===== config.mk =====
export PLATFORM = sky130hd
export DESIGN_NAME = cache_sdpb
export DESIGN_NICKNAME = d
export VERILOG_FILES = /design/src/rtl/cache_sdpb_pkg.sv /design/src/rtl/alu54_addr_adder.sv /design/src/rtl/cache_sdpb.sv
export SDC_FILE = /design/constraint.sdc
export NUM_CORES = 1
export LEC_CHECK = 0
export ABC_AREA = 1
export ABC_CLOCK_PERIOD_IN_PS = 1400
export CAP_MARGIN = 20
export CORE_MARGIN = 2
export CORE_UTILIZATION = 50
export CTS_CLUSTER_SIZE = 24
export DETAILED_ROUTE_END_ITERATION = 7
export PLACE_DENSITY = 0.76
export SYNTH_ARGS = -nofsm -noshare
export SYNTH_HDL_FRONTEND = slang
export SYNTH_SLANG_ARGS = --single-unit

===== constraint.sdc =====
create_clock -name clk -period 1.4 [get_ports clk]
set_clock_uncertainty 0.2 [all_clocks]
set_input_delay 0.28 -clock clk [delete_from_list [all_inputs] [get_ports clk]]
set_output_delay 0.28 -clock clk [all_outputs]
set_load 0.02 [all_outputs]

===== src/rtl/cache_sdpb_pkg.sv =====
// Shared constants and payload types for the frame-upload cache and address adder.
package cache_sdpb_pkg;

    localparam int unsigned CACHE_HW_DEPTH   = 16;
    localparam int unsigned CACHE_WORD_DEPTH = 8;
    localparam int unsigned HW_W             = 16;
    localparam int unsigned WORD_W           = 32;

    localparam int unsigned DEF_ADDR_W = 21;
    localparam int unsigned DEF_INC_W  = 11;

    localparam int unsigned HW_AW   = $clog2(CACHE_HW_DEPTH);
    localparam int unsigned WORD_AW = $clog2(CACHE_WORD_DEPTH);

    // One 32-bit memory word: odd halfword on top, even halfword below.
    typedef struct packed {
        logic [HW_W-1:0] hi;
        logic [HW_W-1:0] lo;
    } word_t;

endpackage


===== src/rtl/alu54_addr_adder.sv =====
// Registered unsigned address adder with clock enable; carry kept in the result MSB.
module alu54_addr_adder
    import cache_sdpb_pkg::*;
#(
    parameter int unsigned ADDR_W = DEF_ADDR_W,
    parameter int unsigned INC_W  = DEF_INC_W
) (
    input  logic              clk,
    input  logic              reset_n,
    input  logic              ce,
    input  logic [ADDR_W-1:0] a,
    input  logic [INC_W-1:0]  b,
    output logic [ADDR_W:0]   sum
);

    localparam int unsigned SUM_W = ADDR_W + 1;

    logic [ADDR_W:0] sum_c;

    always_comb begin
        sum_c = SUM_W'(a) + SUM_W'(b);
    end

    always_ff @(posedge clk or negedge reset_n) begin
        if (!reset_n) begin
            sum <= '0;
        end else if (ce) begin
            sum <= sum_c;
        end
    end

endmodule


===== src/rtl/cache_sdpb.sv =====
// 16x16 write / 8x32 read simple-dual-port cache plus registered frame-address adder.
module cache_sdpb
    import cache_sdpb_pkg::*;
#(
    parameter int unsigned ADDR_W = DEF_ADDR_W,
    parameter int unsigned INC_W  = DEF_INC_W
) (
    input  logic               clk,
    input  logic               reset_n,
    input  logic               wr_en,
    input  logic [HW_AW-1:0]   wr_addr,
    input  logic [HW_W-1:0]    wr_data,
    input  logic               rd_en,
    input  logic [WORD_AW-1:0] rd_addr,
    output logic [WORD_W-1:0]  rd_data,
    input  logic               add_ce,
    input  logic [ADDR_W-1:0]  add_a,
    input  logic [INC_W-1:0]   add_b,
    output logic [ADDR_W:0]    add_sum
);

    logic [HW_W-1:0] mem [CACHE_HW_DEPTH];
    word_t           rd_word_c;

    // Array has no reset so it maps onto RAM primitives and survives reset.
    always_ff @(posedge clk) begin
        if (wr_en) begin
            mem[wr_addr] <= wr_data;
        end
    end

    always_comb begin
        rd_word_c.hi = mem[{rd_addr, 1'b1}];
        rd_word_c.lo = mem[{rd_addr, 1'b0}];
    end

    // Read samples pre-edge contents, giving read-before-write on collisions.
    always_ff @(posedge clk or negedge reset_n) begin
        if (!reset_n) begin
            rd_data <= '0;
        end else if (rd_en) begin
            rd_data <= rd_word_c;
        end
    end

    alu54_addr_adder #(
        .ADDR_W (ADDR_W),
        .INC_W  (INC_W)
    ) u_adder (
        .clk     (clk),
        .reset_n (reset_n),
        .ce      (add_ce),
        .a       (add_a),
        .b       (add_b),
        .sum     (add_sum)
    );

endmodule


==> impl_metrics.ini <==
[floorplanning]
rows = 58
dieArea_um2 = 27100
io_pins = 114
core_area_um2 = 25300
die_h_um = 165
start_util_pct = 51.1
die_width_um = 165

[synth]
synth_top_area_share_pct = 59.5
synth_commonest_cells = 256 x edfxtp_1, 174 x nor2_1, 143 x o21ai_0
syn_inst = 1095
async_reset_ff_share_pct = 17.4
synth_nets = 1167
ys_seq_area_share_pct = 70.0
synth_cell_types = 34
synth_most_common_cell = edfxtp_1
yosysTopAreaCell = edfxtp_1
ys_ff_latch = 310
syn_area_per_cell_um2 = 11.8
synth_flop_cell = edfxtp_1
ys.warnings.count = 0
synth_edf_count = 256
syn_area_um2 = 12900
ys_top_cells_by_area = edfxtp_1 60%, dfrtp_1 10%, o21ai_0 5.5%

[final_layout]
instances_no_fill = 1701
area_delta_synth_final_pct = 34.6
finish.net_count = 1418
n_antenna_cell = 0
fillers = 1685
drive_gt1_share_pct = 29.3
postLayoutCoreUtil_pct = 68.9

[critical_path]
cp_data_arrival_time_ps = 1130
worst_setup_path_start_kind = flop
critPathRequiredTime_ps = 920
cp_slowest_stage_delay_ps = 420
critPathSlowestCell = dfrtp_1
crit_family = flip-flops
cp_max_fo = 2
cp-end-kind = output pin
r2r_slack_ps = 10
worstPathCellList = buf_6
critical_path_buf_inv_count = 1
setup.worst_path.class = flop to output pin

[placed_design]
place_inst = 1599
hpwl_um = 19800
io_buffers = 113
dpl_worst_slack_ps = -1010
gp_congestion = 0.896

[global_route]
antenna_found_initial = 0
gr-usage-all-layers_pct = 24.7
first_global_vias = 9779
grt_pass1_wl_um = 51400
grt_max_degree = 55
grt-ovfl-total = 0

[clock_tree]
cts.clk_slew.worst_paths_ps = 70
htreeDepth = 1
cts_root_buf = clkbuf_16
clkLatencyLatePin_ps = 560
cts_made_buffers = 31
cts_tree = built
cts.path.max_buffers = 3
cts.sinks = 310

[outcome]
status = finished, violations left
violations = negative setup slack

[sta]
setup_violations = 54
rsz0062_at_grt = true
setup_slack_ps = -214
tns_ps = -9040
fmax_ghz = 0.620
maxSlewHeadroom_pct = 75.2
worst_slew_pin_slew_ps = 372
final-max-slew-violation-count = 0
finalCritPeriodShare_pct = 115
finalCriticalPeriod_ps = 1610
hold_viol = 0

[power]
finalPower_w = 0.0218
peakVddDrop_uv = 1150
p_leak_nw = 6.70
p_per_area_nw_per_um2 = 1250

[route]
routed_wl_um = 33900
postRouteAntennaNets = 0
drc = 0
first_pass_iters = 6
via_per_inst = 5.75
wire_per_inst_um = 19.9
drtIter0Drc = 1182
vias = 9773

[min_path]
hold_class = input pin to flop

[run]
cap_viol_max_count = 0
==> worst paths after layout <==
| kind | start | endpoint | depth (start not counted) |
|---|---|---|---|
| max in group asynchronous | reset_n | rd_data[6] | 3 |
| worst max-delay path | u_adder.sum[15] | add_sum[15] | 1 |
| worst min register to register | u_adder.sum[9] | u_adder.sum[9] | 2 |
| worst min-delay path | add_a[1] | u_adder.sum[1] | 4 |
| worst max register to register | mem[2][6] | rd_data[6] | 4 |
| min in group asynchronous | reset_n | u_adder.sum[8] | 3 |
==> cell type report <==
type                       count  area (µm²)  area share, %
sequential                   310        9040           52.0
multi-input combinational    643        3810           21.9
timing repair buffer         277        2800           16.1
clock buffer                  38         852           4.90
tap                          330         413           2.37
inverter                      83         313           1.80
clock inverter                20         165          0.950
==> cells in the final DEF (no fill, tap or decap), types with 4 or more instances in the layout <==
| cell type | n |
|---|---|
| clkbuf_16 | 31 |
| buf_4 | 128 |
| nor2_4 | 13 |
| edfxtp_1 | 256 |
| clkdlybuf4s50_1 | 26 |
| clkinv_1 | 4 |
| nand2_1 | 88 |
| nand3_2 | 7 |
| buf_6 | 59 |
| o221ai_1 | 34 |
| buf_12 | 31 |
| o22ai_1 | 15 |
| nor2_2 | 16 |
| nand3_1 | 39 |
| nand2_4 | 13 |
| nand2_2 | 28 |
| dlygate4sd2_1 | 16 |
| clkbuf_2 | 5 |
| clkinv_2 | 10 |
| nand4_1 | 6 |
| inv_2 | 15 |
| dfrtp_1 | 54 |
| xnor2_1 | 5 |
| ha_4 | 11 |
| nand3b_1 | 5 |
| clkdlybuf4s15_1 | 4 |
| o21ai_1 | 34 |
| o21ai_0 | 132 |
| nor2_1 | 146 |
| buf_2 | 4 |
| o211ai_1 | 30 |
| clkbuf_8 | 5 |
| nand3_4 | 4 |
| inv_1 | 66 |
==> power by group <==
part,internal (W),switching (W)
Combinational,0.00145,0.00167
Sequential,0.0103,0.000185
Clock,0.00469,0.00344
==> flip-flops by register name, summed over array words and instances (netlist names) <==
register / cells
rd_data: 32
u_adder.sum: 22
mem: 256
==> metal layers <==
layer,vias to the layer above,part of all wire [%],GRT usage [%]
li1,4399,-,-
met2,533,50,43.1
met4,0,3.3,9.41
met3,105,9.2,3.87
met5,-,0,0
met1,4736,37,31.3
==> repair_timing <==
| action | CTS | global route |
|---|---|---|
| resized for setup | 363 | 102 |
| gates cloned | 1 | 0 |
| endpoints found under the hold margin | 55 | 0 |
| hold buffers | 2 | 0 |
| endpoints found under the setup margin | 153 | 131 |
| pin swaps | 29 | 56 |
| setup buffers | 17 | 24 |
==> kinds of logic after synthesis <==
logic type | count (synthesis) | share of synthesized area, %
AND/OR/NAND/NOR | 370 | 11.8
flip-flops | 310 | 70.0
AO/OA/AOI/OAI | 255 | 11.6
buffers and inverters | 142 | 5.00
adder cells (fa/ha/maj) | 12 | 1.22
XOR/XNOR | 6 | 0.407
==> metrics by stage <==
step | cell area (µm²) | hold WS, ps
6_report | 17400 | 21.4
4_1_cts | 16900 | 24.8
3_5_place_dp | 15600 | 119
3_3_place_gp | 15600 | 114
2_1_floorplan | 13200 | -216
5_1_grt | 17400 | 33.6
Note: power is estimated with default switching activity, not from simulation.
